<file path="config.mk">
export PLATFORM = sky130hd
export DESIGN_NAME = ir_frame_receiver
export DESIGN_NICKNAME = d
export VERILOG_FILES = /design/src/rtl/ir_rx_pkg.sv /design/src/rtl/ir_rx_sampler.sv /design/src/rtl/ir_frame_receiver.sv
export SDC_FILE = /design/constraint.sdc
export NUM_CORES = 1
export LEC_CHECK = 0
export ABC_AREA = 1
export CORE_ASPECT_RATIO = 1.25
export CORE_MARGIN = 3
export CORE_UTILIZATION = 60
export DETAILED_ROUTE_END_ITERATION = 7
export MAX_ROUTING_LAYER = met4
export PLACE_DENSITY_LB_ADDON = 0.12
export SYNTH_ARGS = -nofsm -noshare
export SYNTH_HDL_FRONTEND = slang
export SYNTH_SLANG_ARGS = --single-unit
</file>
<file path="constraint.sdc">
create_clock -name Clock -period 4.6 [get_ports Clock]
set_clock_uncertainty 0.15 [all_clocks]
set_input_delay 0.69 -clock Clock [delete_from_list [all_inputs] [get_ports Clock]]
set_output_delay 0.69 -clock Clock [all_outputs]
set_load 0.005 [all_outputs]
</file>
<file path="src/rtl/ir_rx_pkg.sv">
// ir_rx_pkg
// Shared definitions for the IR frame receiver: default parameter values,
// the receiver FSM state encoding and a small majority-vote helper.
package ir_rx_pkg;

  localparam int OVERSAMPLE_DEF = 8;  // clock cycles per serial bit
  localparam int ADDR_W_DEF     = 8;  // address field width
  localparam int DATA_W_DEF     = 8;  // data (key) field width
  localparam int READY_W_DEF    = 2;  // Ready strobe length in cycles

  typedef enum logic [2:0] {
    ST_IDLE   = 3'd0,
    ST_START  = 3'd1,
    ST_DATA   = 3'd2,
    ST_CHECK  = 3'd3,
    ST_OUTPUT = 3'd4
  } rx_state_t;

  function automatic logic majority3(input logic a, input logic b, input logic c);
    return (a & b) | (a & c) | (b & c);
  endfunction

endpackage

</file>
<file path="src/rtl/ir_rx_sampler.sv">
// ir_rx_sampler
// Front end of the IR receiver: synchronises the asynchronous serial line,
// detects falling edges, runs the per-bit phase counter and takes a 3-sample
// majority vote around the middle of every bit period.
//
// Ports
//   Clock        : receiver clock
//   Reset        : asynchronous active-low reset (already release-synchronised)
//   Serial       : raw serial line, idle high
//   restart      : clears the bit phase (asserted on the start-bit edge)
//   sample_valid : high for one cycle when a bit value is decided
//   sample_bit   : majority-voted bit value, meaningful with sample_valid
//   falling_edge : high for one cycle after the synchronised line falls
module ir_rx_sampler
  import ir_rx_pkg::*;
#(
  parameter int OVERSAMPLE = OVERSAMPLE_DEF
) (
  input  logic Clock,
  input  logic Reset,
  input  logic Serial,
  input  logic restart,
  output logic sample_valid,
  output logic sample_bit,
  output logic falling_edge
);

  localparam int H  = OVERSAMPLE / 2;
  localparam int PW = $clog2(OVERSAMPLE);
  localparam logic [PW-1:0] PH_LAST = PW'(OVERSAMPLE - 1);
  localparam logic [PW-1:0] PH_LO   = PW'(H - 1);
  localparam logic [PW-1:0] PH_MID  = PW'(H);
  localparam logic [PW-1:0] PH_HI   = PW'(H + 1);

  logic          sync1;
  logic          sync2;     // synchronised line
  logic          sync3;     // one further delayed copy for edge detection
  logic [PW-1:0] phase_q;
  logic [PW-1:0] phase;
  logic          samp_lo;
  logic          samp_mid;

  assign falling_edge = sync3 & ~sync2;

  // The cycle in which the edge is seen is itself phase 0, so the bit
  // boundaries line up with the synchronised line and the vote window
  // H-1..H+1 sits inside the bit even at OVERSAMPLE=4.
  assign phase = restart ? '0 : phase_q;

  always_ff @(posedge Clock or negedge Reset) begin
    if (!Reset) begin
      sync1    <= 1'b1;
      sync2    <= 1'b1;
      sync3    <= 1'b1;
      phase_q  <= '0;
      samp_lo  <= 1'b1;
      samp_mid <= 1'b1;
    end else begin
      sync1   <= Serial;
      sync2   <= sync1;
      sync3   <= sync2;
      phase_q <= (phase == PH_LAST) ? '0 : phase + 1'b1;
      if (phase == PH_LO)  samp_lo  <= sync2;
      if (phase == PH_MID) samp_mid <= sync2;
    end
  end

  // Third sample is the live synchronised value at H+1.
  assign sample_valid = (phase == PH_HI);
  assign sample_bit   = majority3(samp_lo, samp_mid, sync2);

endmodule

</file>
<file path="src/rtl/ir_frame_receiver.sv">
// ir_frame_receiver
// Receives an oversampled IR frame {addr, ~addr, data, ~data} (MSB first,
// preceded by a low start bit), checks the inverse fields and the optional
// address filter, and reports the result.
//
// Ports
//   Clock      : single receiver clock
//   Reset      : asynchronous active-low reset (release synchronised inside)
//   Serial     : asynchronous serial line, idle high
//   FilterEn   : when high only frames with addr == AddrFilter are accepted
//   AddrFilter : accepted address
//   Tecla      : data field of the last valid frame
//   Endereco   : address field of the last valid frame
//   Ready      : valid-frame strobe, READY_W cycles
//   Erro       : rejected-frame strobe, one cycle
//   state_dbg  : current FSM state
//
// Handshake: Ready and Erro are registered, mutually exclusive strobes with no
// back-pressure; Tecla/Endereco are stable while Ready is high and until the
// next valid frame.
module ir_frame_receiver
  import ir_rx_pkg::*;
#(
  parameter int OVERSAMPLE = OVERSAMPLE_DEF,
  parameter int ADDR_W     = ADDR_W_DEF,
  parameter int DATA_W     = DATA_W_DEF,
  parameter int READY_W    = READY_W_DEF
) (
  input  logic              Clock,
  input  logic              Reset,
  input  logic              Serial,
  input  logic              FilterEn,
  input  logic [ADDR_W-1:0] AddrFilter,
  output logic [DATA_W-1:0] Tecla,
  output logic [ADDR_W-1:0] Endereco,
  output logic              Ready,
  output logic              Erro,
  output rx_state_t         state_dbg
);

  localparam int F  = 2 * ADDR_W + 2 * DATA_W;
  localparam int BW = $clog2(F + 1);
  localparam int RW = $clog2(READY_W + 1);
  localparam logic [BW-1:0] BIT_LAST = BW'(F - 1);
  localparam logic [RW-1:0] RDY_LAST = RW'(READY_W - 1);

  // Reset: asserted asynchronously, released after two rising edges.
  logic [1:0] rst_sync;
  logic       rst_n;

  always_ff @(posedge Clock or negedge Reset) begin
    if (!Reset) rst_sync <= 2'b00;
    else        rst_sync <= {rst_sync[0], 1'b1};
  end

  assign rst_n = rst_sync[1];

  logic sample_valid;
  logic sample_bit;
  logic falling_edge;
  logic restart;

  ir_rx_sampler #(
    .OVERSAMPLE(OVERSAMPLE)
  ) u_sampler (
    .Clock       (Clock),
    .Reset       (rst_n),
    .Serial      (Serial),
    .restart     (restart),
    .sample_valid(sample_valid),
    .sample_bit  (sample_bit),
    .falling_edge(falling_edge)
  );

  rx_state_t       state_q;
  rx_state_t       state_d;
  logic [BW-1:0]   bit_cnt_q;
  logic [BW-1:0]   bit_cnt_d;
  logic [RW-1:0]   rdy_cnt_q;
  logic [RW-1:0]   rdy_cnt_d;
  logic [F-1:0]    shreg;
  logic            shift_en;
  logic            load_out;
  logic            ready_d;
  logic            erro_d;
  logic            frame_ok;

  logic [ADDR_W-1:0] addr_f;
  logic [ADDR_W-1:0] inv_addr_f;
  logic [DATA_W-1:0] data_f;
  logic [DATA_W-1:0] inv_data_f;

  // Edges outside IDLE are ignored, so the phase only restarts from IDLE.
  assign restart = (state_q == ST_IDLE) && falling_edge;

  // First received bit ends up at the top of the shift register.
  assign addr_f     = shreg[F-1 -: ADDR_W];
  assign inv_addr_f = shreg[F-1-ADDR_W -: ADDR_W];
  assign data_f     = shreg[2*DATA_W-1 -: DATA_W];
  assign inv_data_f = shreg[DATA_W-1:0];

  assign frame_ok = (addr_f == ~inv_addr_f) &&
                    (data_f == ~inv_data_f) &&
                    (!FilterEn || (addr_f == AddrFilter));

  always_comb begin
    state_d   = state_q;
    bit_cnt_d = bit_cnt_q;
    rdy_cnt_d = rdy_cnt_q;
    shift_en  = 1'b0;
    load_out  = 1'b0;
    ready_d   = 1'b0;
    erro_d    = 1'b0;
    case (state_q)
      ST_IDLE: begin
        if (falling_edge) state_d = ST_START;
      end
      ST_START: begin
        if (sample_valid) begin
          // A high majority means the edge was a glitch, not a start bit.
          if (!sample_bit) begin
            state_d   = ST_DATA;
            bit_cnt_d = '0;
          end else begin
            state_d = ST_IDLE;
          end
        end
      end
      ST_DATA: begin
        if (sample_valid) begin
          shift_en = 1'b1;
          if (bit_cnt_q == BIT_LAST) begin
            state_d   = ST_CHECK;
            bit_cnt_d = '0;
          end else begin
            bit_cnt_d = bit_cnt_q + 1'b1;
          end
        end
      end
      ST_CHECK: begin
        if (frame_ok) begin
          load_out  = 1'b1;
          ready_d   = 1'b1;
          rdy_cnt_d = '0;
          state_d   = ST_OUTPUT;
        end else begin
          erro_d  = 1'b1;
          state_d = ST_IDLE;
        end
      end
      ST_OUTPUT: begin
        // Ready is already high for this cycle; keep it for READY_W total.
        if (rdy_cnt_q == RDY_LAST) begin
          rdy_cnt_d = '0;
          state_d   = ST_IDLE;
        end else begin
          rdy_cnt_d = rdy_cnt_q + 1'b1;
          ready_d   = 1'b1;
        end
      end
      default: state_d = ST_IDLE;
    endcase
  end

  always_ff @(posedge Clock or negedge rst_n) begin
    if (!rst_n) begin
      state_q   <= ST_IDLE;
      bit_cnt_q <= '0;
      rdy_cnt_q <= '0;
      shreg     <= '0;
      Tecla     <= '0;
      Endereco  <= '0;
      Ready     <= 1'b0;
      Erro      <= 1'b0;
    end else begin
      state_q   <= state_d;
      bit_cnt_q <= bit_cnt_d;
      rdy_cnt_q <= rdy_cnt_d;
      Ready     <= ready_d;
      Erro      <= erro_d;
      if (shift_en) shreg <= {shreg[F-2:0], sample_bit};
      if (load_out) begin
        Tecla    <= data_f;
        Endereco <= addr_f;
      end
    end
  end

  assign state_dbg = state_q;

endmodule

</file>
# --- Word level (Yosys, flattened, before mapping) ---
# Cells that the tools add are included.
op_classes:
  muxes: 26
  n_bitwise: 9
  eq_ne: 20
  reduce_logical: 11
  n_addsub: 3
op_table:
  columns: ["operator", "count"]
  rows:
  - ["== test 8 bit", 3]
  - ["two-way mux 3 bit", 8]
  - ["two-way mux 6 bit", 4]
  - ["NOT 8 bit", 2]
  - ["case mux 3 bit (5 select lines)", 1]
  - ["inequality test 2 bit, second input constant", 7]
  - ["== test 3 bit, second input constant", 4]
  - ["case mux 6 bit (2 select lines)", 1]
  - ["== test 3 x 2 -> 1 bit, second input constant", 3]
  - ["two-way mux 1 bit", 7]
  - ["adder 6 x 1 -> 6 bit, second input constant", 1]
  - ["== test 6 x 5 -> 1 bit, second input constant", 1]
  - ["two-way mux 2 bit", 3]
  - ["AND reduction 5 bit", 1]
  - ["AND 1 bit", 4]
  - ["case mux 2 bit (2 select lines)", 1]
  - ["AND reduction 4 bit", 1]
  - ["nonzero test 2 bit", 2]
  - ["adder 3 x 1 -> 3 bit, second input constant", 1]
  - ["== test 3 x 1 -> 1 bit, second input constant", 1]
  - ["logical AND 1 bit", 3]
  - ["zero test 3 bit", 1]
  - ["adder 2 x 1 -> 2 bit, second input constant", 1]
  - ["== test 2 x 1 -> 1 bit, second input constant", 1]
  - ["6 further kinds", 7]
word_totals:
  reg_bits: 71
  word_cells: 84

# --- Depth between registers and ports, before layout ---
# Gate-level depths: netlist (run 1).
logic_depth:
  word_depth: 7
  depth_mapped: 11
  depth_no_buf: 11

# --- Cells and area by module ---
# A second synthesis (run 1) with hierarchy kept.
unflattened:
  hier_cells: 418
  hier_area_um2: 3424.5
modules_own_cells:
  columns: ["module", "cells_per_inst", "area_per_inst_um2", "instances", "seq_area_each_um2"]
  rows:
  - ["ir_frame_receiver", 383, 3075.4, 1, 1576.5]
  - ["ir_rx_sampler", 35, 349.1, 1, 206.4]

# --- Least setup slack after synthesis (run 1) ---
# Ideal clock, no wire load.
synth_timing:
  kind: "reg2reg"
  startpoint: "reg state_q[2] (netlist: state_dbg[2])"
  endpoint: "reg bit_cnt_q[2]"
  n_path_buf: 0
  arrival_ns: 1.704
  setup_slack_ns: 2.627
  setup_ns: 0.119
  stages_incl_launch_ff: 10
  t_required_ns: 4.331
  path_cell_list: "dfrtp_1 nor2_2 nand4_2 nand2_1 ha_1 nand3_1 nor2_4 inv_2 a21oi_1 nor2_1"
synth_between:
  elab_chain_cells: 6
synth_rtl:
  columns: ["element", "line_no", "text"]
  rows:
  - ["from (decl)", "ir_frame_receiver.sv:75", "rx_state_t state_q;"]
  - ["from (signal assigned)", "ir_frame_receiver.sv:176", "state_q <= state_d;"]
  - ["zero test 3 bit", "ir_frame_receiver.sv:94", "assign restart = (state_q == ST_IDLE) && falling_edge;"]
  - ["logical AND 1 bit", "ir_frame_receiver.sv:94", null]
  - ["two-way mux 3 bit", "ir_rx_sampler.sv:48", "assign phase = restart ? '0 : phase_q;"]
  - ["== test 3 bit", "ir_rx_sampler.sv:69", "assign sample_valid = (phase == PH_HI);"]
  - ["inequality test 2 bit (no line)", null, null]
  - ["AND reduction 4 bit (no line)", null, null]
  - ["to (signal assigned)", "ir_frame_receiver.sv:177", "bit_cnt_q <= bit_cnt_d;"]
  - ["to (decl)", "ir_frame_receiver.sv:77", "logic [BW-1:0] bit_cnt_q;"]
# Parallel ways exist; a longest one is shown, timed or not.
# A chain may end at the register's enable or synchronous reset.

# --- Worst setup path in the final report (run 1) ---
layout_timing:
  startpoint: "reg state_q[2] (netlist: state_dbg[2])"
  endpoint: "reg shreg[8]"
layout_between:
  elab_chain_cells: 6
layout_rtl:
  columns: ["element", "line_no", "text"]
  rows:
  - ["zero test 3 bit", "ir_frame_receiver.sv:94", null]
  - ["logical AND 1 bit", "ir_frame_receiver.sv:94", null]
  - ["two-way mux 3 bit", "ir_rx_sampler.sv:48", null]
  - ["== test 3 bit", "ir_rx_sampler.sv:69", null]
  - ["two-way mux 1 bit", "ir_frame_receiver.sv:130", "if (sample_valid) begin"]
  - ["two-way mux 1 bit *", "ir_frame_receiver.sv:114", "case (state_q)"]
  - ["to (signal assigned)", "ir_frame_receiver.sv:181", "if (shift_en) shreg <= {shreg[F-2:0], sample_bit};"]
  - ["to (decl)", "ir_frame_receiver.sv:81", "logic [F-1:0] shreg;"]
# Mark *: on every way between the ends. The rest lies on a longest branch, timed or not.

==> results_dict.tcl, run 1 <==
set metrics [dict create \
    status "completed" \
    layout_common_cells "nand2_1 (145), dfrtp_1 (65), nor2_1 (47), inv_1 (38), clkdlybuf4s50_1 (32)" \
    max-clock-path-buffers 2 \
    place_ws_ns 1.831 \
    ant_nets 0 \
    critPathRequiredTime_ns 4.68 \
    clk_pin_slew_ns 0.08 \
    io_pins 33 \
    fmax_mhz 377.5 \
    clock_latency_ns 0.36 \
    power.leakage_nw 2.056 \
    cts_tree "done" \
    slew_headroom_pct 46.94 \
    synth.avg_cell_area_um2 8.116 \
    reg2reg_depth 6 \
    dr_total_vias 2727 \
    critPathLaunchType "flop" \
    grt.total_usage_pct 22.84 \
    grt_remaining_overflow 0 \
    drt_first_pass_iters 4 \
    worstReg2RegEnd "shreg[8]" \
    synth_fp_nets 434 \
    dieWidth_um 73.18 \
    min_period_over_period_pct 57.59 \
    cp_max_fo 62 \
    path_delay_family "simple AND/OR/NAND/NOR gates" \
    ctsHoldBuffers 0 \
    die_h_um 89.97 \
    final_common_cell "nand2_1" \
    drive_gt1_share_pct 8.772 \
    htree_levels 3 \
    drtIter0Drc 134 \
    critPathKind "flop to flop" \
    cts.sinks 71 \
    power.density_nw_per_um2 525.6 \
    r2r_slack_ns 1.95 \
    yosysWarnings 0 \
    insertedDiodeCount 0 \
    finalWorstSetupSlack_ns 1.951 \
    wirelength_mm 6.587 \
    period_needed_ns 2.649 \
    drc_errors 0 \
    grt_pass1_wl_mm 11.36 \
    ys_ff_latch 71 \
    reg2reg_from "state_dbg[2]" \
    rows 29 \
    num-nets-final 468 \
    ys_seq_area_share_pct 52.68 \
    worst_slew_pin_slew_ns 0.7951 \
    finalSetupViolCount 0 \
    post_cts.repair.setup_buffers 0 \
    drv_cap 0 \
    core_area_um2 5261 \
    finalWeightedCongestion 0.7811 \
    crit_arrival_ns 2.73 \
    setup_tns_ns 0 \
    worstPathCellList "nor2_2, nand4_2, nand2_1, ha_1, nand4_4, mux2_2" \
    slowest_delay_ns 0.59 \
    die_area_um2 6584 \
    grt_pass1_vias 2589 \
    areaGrowthSynthToFinish_pct 16.30 \
    synth_area_um2 3384 \
    wl_per_cell_um 12.72 \
    start_util_pct 64.33 \
    cts_root_buf "clkbuf_8" \
    rsz0062_at_grt "no" \
    cts_resized 0 \
    cts_buffers 9 \
    synth.distinct_cells 30 \
    critPathSlowestCell "nand4_4" \
    grt_max_degree 63 \
    slew_violations 0 \
    hp-class "flop to asynchronous set/reset pin" \
    end_kind "flop" \
    io_buffer_count 32 \
    antenna_found_initial 0 \
    vdd.ir_drop.worst_v 0.0003819 \
    crit_buf_inv 0 \
    syn_inst 417 \
    viasPerCell 5.264 \
    dp_hpwl_mm 4.552 \
    hold_viol_final 0 \
]
[state kept, by name, indices dropped and copies added, names as in the netlist]
signal,cells
Ready,1
shreg,32
bit_cnt_q,6
Erro,1
u_sampler.samp_lo,1
u_sampler.samp_mid,1
u_sampler.phase_q,3
u_sampler.sync1,1
rst_sync,2
Tecla,8
u_sampler.sync2,1
rdy_cnt_q,2
u_sampler.sync3,1
state_dbg,3
Endereco,8
[stage by stage]
| step | cell area, um^2 | hold WS, ns | utilization [%] | power (W) | instances |
|---|---|---|---|---|---|
| global route | 3936 | 0.1204 | 74.82 | 0.002238 | 518 |
| finish | 3936 | 0.07001 | 74.82 | 0.002069 | 518 |
| CTS | 3936 | 0.09332 | 74.82 | 0.002081 | 518 |
| detailed placement | 3731 | 0.08685 | 70.92 | 0.001549 | 502 |
| floorplan | 3385 | 0.1812 | - | 0.001377 | 417 |
| global placement | 3731 | 0.08316 | 70.92 | 0.001523 | 502 |
[cell families (layout without fill, tap and decap cells)]
group / after synthesis / in the layout / synth area share [%]
buffers and inverters: 53 / 92 / 6.543
DFF: 71 / 71 / 52.68
xor gates and xnor gates: 5 / 5 / 1.294
adders and majority gates: 5 / 5 / 1.848
and+or+nand+nor: 233 / 233 / 29.76
muxes: 2 / 2 / 0.6654
other: 1 / 1 / 0.1108
AOI/OAI and AO/OA: 47 / 47 / 7.098
[per-layer routing]
| metal | track usage (%) | up-vias | share of wire, % |
|---|---|---|---|
| met2 | 36.94 | 58 | 52 |
| met4 | 8.462 | 0 | 1.8 |
| met1 | 26.12 | 1273 | 41 |
| met3 | 7.254 | 13 | 5.4 |
| met5 | - | - | 0 |
| li1 | - | 1383 | - |
[worst max-delay path by stage]
stage	from	depth (start not counted)	slack [ns]	to
after floorplan	rst_sync[1]	0	2.34	Endereco[0]
after global placement	AddrFilter[1]	10	1.90	Endereco[4]
after detailed placement	AddrFilter[1]	10	1.83	Endereco[3]
after CTS	state_dbg[2]	6	1.94	shreg[8]
after global routing	state_dbg[2]	6	1.73	shreg[8]
final	state_dbg[2]	6	1.95	shreg[8]
[worst register-to-register path: stages (launching register included)]
cell and delay (ns):
dfrtp_1 0.43, nor2_2 0.22, nand4_2 0.23, nand2_1 0.19
ha_1 0.22, nand4_4 0.59, mux2_2 0.52
[final cells by class]
| cell class | instances | area, um^2 |
|---|---|---|
| clock inverter | 4 | 70.07 |
| fill | 407 | 1325 |
| inverter | 43 | 161.4 |
| timing repair buffer | 33 | 327.8 |
| multi-input combinational | 293 | 1380 |
| sequential | 71 | 1784 |
| clock buffer | 12 | 135.1 |
| tap | 62 | 77.57 |
[synth_stat cells]
library cell | number | area [um^2]
buf_2 | 5 | 25.02
a21boi_0 | 1 | 7.510
clkbuf_1 | 2 | 7.510
inv_2 | 5 | 18.77
mux2_2 | 2 | 22.52
clkbuf_2 | 1 | 5.000
nand4_2 | 1 | 12.51
nor2_2 | 6 | 37.54
nand3_1 | 10 | 50.05
xnor2_1 | 3 | 26.28
buf_6 | 2 | 22.52
nor2_4 | 1 | 11.26
nand4_1 | 17 | 106.4
nand2_1 | 145 | 544.3
nor2_1 | 47 | 176.4
nor3_1 | 1 | 5.000
ha_1 | 5 | 62.56
conb_1 | 1 | 3.750
dfrtp_1 | 66 | 1652
o21ai_1 | 7 | 35.03
nor2_8 | 1 | 20.02
o21a_1 | 1 | 7.510
inv_1 | 38 | 142.6
dfstp_2 | 5 | 131.4
nand4_4 | 1 | 21.27
a21oi_1 | 19 | 95.09
xor2_1 | 2 | 17.52
nand3_2 | 1 | 10.01
o21ai_0 | 19 | 95.09
nand2_2 | 2 | 12.51
[report_power, final]
part | internal [W] | switching (W) | total, W
Sequential | 0.000787 | 0.000151 | 0.000938
Combinational | 0.000221 | 0.000384 | 0.000606
Clock | 0.000304 | 0.000221 | 0.000526
Power figures use the tool's default switching activity.
==> run 2: changes to the inputs <==
CORE_UTILIZATION = 51   (was 60)
clock period = 2.4 ns   (was 4.6 ns; I/O delays follow)
==> run 2 against run 1 <==
Compared with the run above:
- global-route usage down 2.8 points
- non-clock buffer count up 6
- via count down 1.7%
- final cell count up 5.6%
- setup slack worse by 1.7 ns
- critical path depth up 2
- register-to-register slack worse by 1.7 ns
- utilization down 11 points
- flip-flop and latch count unchanged
- clock-buffer cell count down 1
- first-iteration DRC count down 40%
- final area up 2.6%
- largest power group unchanged
==> results_dict.tcl, run 2 (same netlist as run 1, synthesis figures left out) <==
set metrics [dict create \
    drive_gt1_share_pct 10.39 \
    ant_nets 0 \
    worstReg2RegEnd "shreg[19]" \
    min_period_over_period_pct 91.13 \
    cts_root_buf "clkbuf_8" \
    critPathSlowestCell "dfrtp_1" \
    drt_first_pass_iters 4 \
    grt_remaining_overflow 0 \
    worst_slew_pin_slew_ns 0.6740 \
    grt_pass1_wl_mm 11.65 \
    clock_latency_ns 0.35 \
    critPathRequiredTime_ns 2.48 \
    period_needed_ns 2.187 \
    critPathLaunchType "flop" \
    grt_max_degree 41 \
    pwr-share-comb_pct 29.8 \
    dieWidth_um 78.86 \
    stdcell_count 547 \
    htree_levels 3 \
    viasPerCell 4.901 \
    wirelength_mm 6.779 \
    slowest_delay_ns 0.43 \
    die_area_um2 7656 \
    setup_tns_ns 0 \
    dp_hpwl_mm 4.885 \
    power.leakage_nw 2.088 \
    finalSetupViolCount 0 \
    p_sw_w 0.001483 \
    status "completed" \
    p_int_w 0.002488 \
    layout_top_registers "shreg (32), Endereco (8), Tecla (8)" \
    power_frac_seq_pct 45.4 \
    die_h_um 97.08 \
    worstPathCellList "nor2_2, nand4_4, nand2_1, ha_1, nand4_4, buf_4, nor2_1, a21oi_1" \
    slew_headroom_pct 55.07 \
    clk_pin_slew_ns 0.08 \
    grt_pass1_vias 2633 \
    reg2reg_from "state_dbg[2]" \
    final_cell_area_um2 4040 \
    reg2reg_depth 8 \
    cp_max_fo 19 \
    critPathKind "flop to flop" \
    drtIter0Drc 81 \
    vdd.ir_drop.worst_v 0.0006180 \
    cp_common_cell "nand4_4" \
    rows 32 \
    layout_common_cells "nand2_1 (145), dfrtp_1 (65), nor2_1 (47), inv_1 (38), clkdlybuf4s50_1 (32)" \
    largest_register_ffs 32 \
    wl_per_cell_um 12.39 \
    fmax_mhz 457.2 \
    start_util_pct 53.84 \
    crit_buf_inv 1 \
    crit_start "state_dbg[2]" \
    cts_buffers 9 \
    core_area_um2 6286 \
    dr_total_vias 2681 \
    insertedDiodeCount 0 \
    areaGrowthSynthToFinish_pct 19.37 \
    io_pins 33 \
    end_kind "flop" \
    max-clock-path-buffers 2 \
    largest_register "shreg" \
    cts_tree "done" \
    cts.sinks 71 \
    path_delay_family "simple AND/OR/NAND/NOR gates" \
    crit_arrival_ns 2.27 \
    rsz0062_at_grt "no" \
    fin_hold_ws_ns 0.1572 \
    p_clk_share_pct 24.8 \
    postPlaceCellArea_um2 3810 \
    grt.total_usage_pct 20.05 \
    finalWeightedCongestion 0.8765 \
    slew_violations 0 \
    postLayoutCoreUtil_pct 64.27 \
    drv_cap 0 \
    hp-class "flop to asynchronous set/reset pin" \
    hold_viol_final 0 \
    antenna_found_initial 0 \
    io_buffer_count 32 \
    power.density_nw_per_um2 982.8 \
    num-nets-final 474 \
    dp.cells 530 \
    final_common_cell "nand2_1" \
    drc_errors 0 \
    r2r_slack_ns 0.21 \
    p_sw_share_pct 37.34 \
]
## run 2: worst max path at each step
stage             endpoint  slack [ns]  cells past startpoint
2_1_floorplan  Endereco[0]        0.14                      0
6_report         shreg[19]        0.21                      8
4_1_cts          shreg[11]        0.12                      9
5_1_grt          shreg[11]        0.03                      9
3_3_place_gp   Endereco[4]        0.24                     10
3_5_place_dp      shreg[1]        0.15                      9
## run 2: metrics by stage
step	total power [W]	setup slack, ns
after floorplan	0.002639	0.1352
after global placement	0.002947	0.2362
after detailed placement	0.003004	0.1550
after CTS	0.004004	0.1198
after global routing	0.004288	0.02984
final	0.003971	0.2130
## run 2: layout make-up
type | count | area (um^2)
flip-flops and latches | 71 | 1784
clock buffers | 11 | 151.4
clock inverters | 5 | 56.30
inverters | 43 | 161.4
fillers | 585 | 2246
repair buffers | 39 | 391.6
multi-input cells | 293 | 1389
well taps | 85 | 106.4
## run 2: power by group through the flow
stage	logic, W	registers [W]	clock network (W)
global route	0.00138	0.00185	0.00105
CTS	0.00119	0.00180	0.00101
global placement	0.00114	0.00181	0
finish	0.00118	0.00180	0.000983
floorplan	0.000884	0.00176	0
detailed placement	0.00118	0.00182	0
## run 2: per-layer routing
| metal | wire (um) | track usage, % | up-vias |
|---|---|---|---|
| li1 | - | - | 1400 |
| met2 | 3450 | 33.09 | 43 |
| met4 | 107 | 7.407 | 0 |
| met5 | 0 | - | - |
| met3 | 209 | 4.824 | 9 |
| met1 | 3012 | 23.77 | 1229 |
## run 2: timing repair
action	in CTS	in global routing
setup buffers	0	0
hold buffers	1	0
hold endpoints to repair	2	0
endpoints found under the setup margin	0	17
gates resized for setup	0	2
==> variant 1, RTL diff (flow settings as in run 1) <==
One comparison of `bit_cnt_q` changes from == to >=.
--- a/src/rtl/ir_frame_receiver.sv
+++ b/src/rtl/ir_frame_receiver.sv
@@ -129,7 +129,7 @@
       ST_DATA: begin
         if (sample_valid) begin
           shift_en = 1'b1;
-          if (bit_cnt_q == BIT_LAST) begin
+          if (bit_cnt_q >= BIT_LAST) begin
             state_d   = ST_CHECK;
             bit_cnt_d = '0;
           end else begin
Function: same outputs for any inputs over 10 cycles, from zero or initial values and one cycle with Reset low; that may be too few to reach the edited logic, so the function may still have changed.
==> variant 1 against run 1 <==
Routed wire length down 9.1%. Sequential share of layout area increased by 0.55 points. Largest power group unchanged. Clock power is 8.6% higher. Total power down 17%. Highest routed layer unchanged. Final cell count down 5.4%. Synthesized area fell by 1.9%. Final area fell by 1.2%. Setup slack gained 0.24 ns. Sequential cell count unchanged.
==> variant 1: results <==
synth:
  seq_area_frac_synth: 0.537
  synthTopCellsByCount: "119 x sky130_fd_sc_hd__nand2_1, 66 x sky130_fd_sc_hd__dfrtp_1, 41 x sky130_fd_sc_hd__inv_1, 35 x sky130_fd_sc_hd__nor2_1, 24 x sky130_fd_sc_hd__o21ai_1"
  synthTopCellsByArea: "sky130_fd_sc_hd__dfrtp_1 50%, sky130_fd_sc_hd__nand2_1 13%, sky130_fd_sc_hd__inv_1 4.6%"
  synth.distinct_cells: 31
  mappedNetlistNets: 405
worst_setup_path:
  critPathMaxStageDelay_ns: 0.43
  path_max_fanout: 62
  crit_arrival_ns: 2.52
  slowest_stage: "sky130_fd_sc_hd__dfrtp_1"
layout:
  net_total_in_the_final_layout: 440
  layout-drive-gt1-share: 0.161
  fillers: 376
power:
  ir_drop_v: 0.000351
  power.static_leakage_nw: 1.93
clock_tree:
  cts.repair.resized: 0
  clock_latency_ns: 0.35
outcome:
  run_status: "finished clean"
global_routing:
  grt_pass1_wl_um: 10600
  grt_start_max_net_pins: 63
  grt_util_all_layers: 0.223
  grt_pass1_vias: 2428
sta:
  maxSlewHeadroom: 0.575
placed_design:
  dpl_wire_length_um: 4170
  gp_congestion: 0.797
  placement.cell_area_um2: 3660
hold_path:
  worst_hold_path_type: "reg -> async"
drt:
  first_iter_violations: 120
  routed_wire_length_per_instance_um: 12.2
  drt-vias-per-instance: 5.11
variant 1: cell types whose count changed in the layout (fill, tap and decap cells not counted), sizes merged, moves of 2 or more:
cell and change:
o21ai +18, a21oi -4, nor3 +2, nand2 -17, nand4 -16, mux2 -2
nor2 -18, clkinvlp +2, inv +10
variant 1: layout make-up:
cell class	instances	share of cell area
Clock buffer	11	0.0389
Clock inverter	5	0.0206
Inverter	53	0.0512
Multi-Input combinational cell	255	0.326
Sequential cell	71	0.459
Tap cell	62	0.0199
Timing Repair Buffer	33	0.0843
variant 1: path summary, 6_finish.rpt:
kind	start	to	slack [ns]	depth (start not counted)
worst max-delay path	state_dbg[0]	shreg[11]	2.19	10
worst min-delay path	rst_sync[1]	Ready	0.15	0
worst max register to register	state_dbg[0]	shreg[11]	2.19	10
worst min register to register	rst_sync[1]	Ready	0.15	0
max in group asynchronous	rst_sync[1]	Tecla[1]	3.20	1
min in group Clock	rst_sync[0]	rst_sync[1]	0.20	0
variant 1: metal layers:
layer	part of all wire	global-route usage
met2	0.49	0.354
met4	0.041	0.136
met5	0	-
met3	0.037	0.0439
met1	0.43	0.261
variant 1: cell families after synthesis:
family,count (synthesis),synth area share
buf+inv,62,0.0807
fa+ha+maj,5,0.0188
other cells,1,0.00113
xor+xnor,4,0.0106
flops,71,0.537
compound gates,61,0.115
simple gates,184,0.237
variant 1: critical path: cells and delay by family (launching register included):
kind,cells,cell delay [ns]
AOI/OAI and AO/OA,1,0.13
adders and majority gates,1,0.20
buffers and inverters,2,0.16
DFF,1,0.43
and+or+nand+nor,6,1.25
variant 1: through the flow:
| stage | setup slack (ns) | util | std cells | hold WS, ns |
|---|---|---|---|---|
| global route | 1.99 | 0.744 | 490 | 0.190 |
| global placement | 1.97 | 0.700 | 474 | 0.153 |
| floorplan | 2.34 | - | 388 | 0.181 |
| finish | 2.19 | 0.744 | 490 | 0.145 |
| detailed placement | 1.93 | 0.700 | 474 | 0.163 |
| CTS | 2.19 | 0.744 | 490 | 0.169 |
variant 1: report_power, final:
group / leakage (nW) / internal (W) / switching [W]
combinational: 0.889 / 0.000138 / 0.000218
clock: 0.112 / 0.000334 / 0.000238
sequential: 0.929 / 0.000721 / 0.0000777
total: 1.93 / 0.00119 / 0.000534
==> variant 2, RTL diff (settings of run 1) <==
Without the edit above. Set the package constant `READY_W_DEF` to 4 (it was 2).
--- a/src/rtl/ir_rx_pkg.sv
+++ b/src/rtl/ir_rx_pkg.sv
@@ -6,7 +6,7 @@
   localparam int OVERSAMPLE_DEF = 8;  // clock cycles per serial bit
   localparam int ADDR_W_DEF     = 8;  // address field width
   localparam int DATA_W_DEF     = 8;  // data (key) field width
-  localparam int READY_W_DEF    = 2;  // Ready strobe length in cycles
+  localparam int READY_W_DEF    = 4;  // Ready strobe length in cycles
 
   typedef enum logic [2:0] {
     ST_IDLE   = 3'd0,
Formal check against the unedited RTL: same outputs for any inputs over 10 cycles, from zero or initial values and one cycle with Reset low; that may be too few to reach the edited logic, so the function may still have changed.
==> variant 2 against run 1 <==
Synthesized area rose by 3.4%. Final cell count rose by 2.3%. Synthesized cell count rose by 2.4%. Setup slack got worse by 0.12 ns. Routed wire length rose by 0.74%. Total power rose by 2.6%. Global-route usage fell by 0.82 points. Sequential cell count rose by 1. Final area rose by 3.3%. Via count fell by 1.3%. Critical path type unchanged. Largest cell class unchanged. Highest routed layer unchanged.
==> variant 2: results <==
placed_design:
  dp_cells: 514
  dpl_wire_length_um: 4680
  placement.cell_area_um2: 3850
  placement.setup.worst_slack_ns: 1.88
outcome:
  run_status: "finished clean"
layout:
  area_share_clock_buf_inv: 0.0544
  fillers: 439
  net_total_in_the_final_layout: 479
  layout.clock_buffers: 11
  multi_input_area_share: 0.358
  layout-area-overhead-vs-synth_pct: 16.2
  n_multi_input_combinational_cell: 299
  instances_no_fill: 530
drt:
  met3_wirelength_um: 238
  first_iter_violations: 169
  routed-wl-met2_um: 3330
  met1_length_um: 2960
  vias: 2692
global_routing:
  grt_pass1_wl_um: 11100
  use_met1: 0.256
  grt_start_max_net_pins: 71
  met2_usage: 0.366
synth:
  synthTopCellsByArea: "sky130_fd_sc_hd__dfrtp_1 48%, sky130_fd_sc_hd__nand2_1 15%, sky130_fd_sc_hd__nor2_1 4.6%"
  mappedNetlistNets: 445
  synthTopCellsByCount: "143 x sky130_fd_sc_hd__nand2_1, 67 x sky130_fd_sc_hd__dfrtp_1, 43 x sky130_fd_sc_hd__nor2_1, 42 x sky130_fd_sc_hd__inv_1, 18 x sky130_fd_sc_hd__nand4_1"
  synth.distinct_cells: 35
power:
  pg_seq_w: 0.000947
  ir_drop_v: 0.000364
  total_power_w: 0.00212
  netSwitchingFraction: 0.367
  power.clock.fraction: 0.262
  power.static_leakage_nw: 2.07
die:
  die_x_um: 74.3
hold_path:
  worst_hold_path_type: "reg -> reg"
worst_setup_path:
  critPathMaxStageDelay_ns: 0.62
  crit_arrival_ns: 2.85
variant 2: changes by cell type in the layout (fill, tap and decap cells not counted), sizes merged, moves of 2 or more:
| cell | change |
|---|---|
| nand3 | +2 |
| clkinvlp | +2 |
| xor2 | -2 |
| o21ai | +3 |
| nor2 | -2 |
| inv | +3 |
| a21oi | -3 |
| nor3 | +4 |
variant 2: cells by family after synthesis:
logic type / after synthesis / synth area share
adders and majority gates: 6 / 0.0214
AOI/OAI and AO/OA: 49 / 0.0736
DFF: 72 / 0.516
muxes: 1 / 0.00322
and+or+nand+nor: 239 / 0.309
xor gates and xnor gates: 3 / 0.00751
other: 1 / 0.00107
buffers and inverters: 56 / 0.0675
variant 2: path summary, 6_finish.rpt:
path                          endpoint  slack, ns
setup / recovery             shreg[27]       1.83
hold / removal             rst_sync[1]       0.21
setup reg to reg             shreg[27]       1.83
hold reg to reg            rst_sync[1]       0.21
max in group asynchronous     shreg[0]       3.45
min in group asynchronous     shreg[4]       0.31
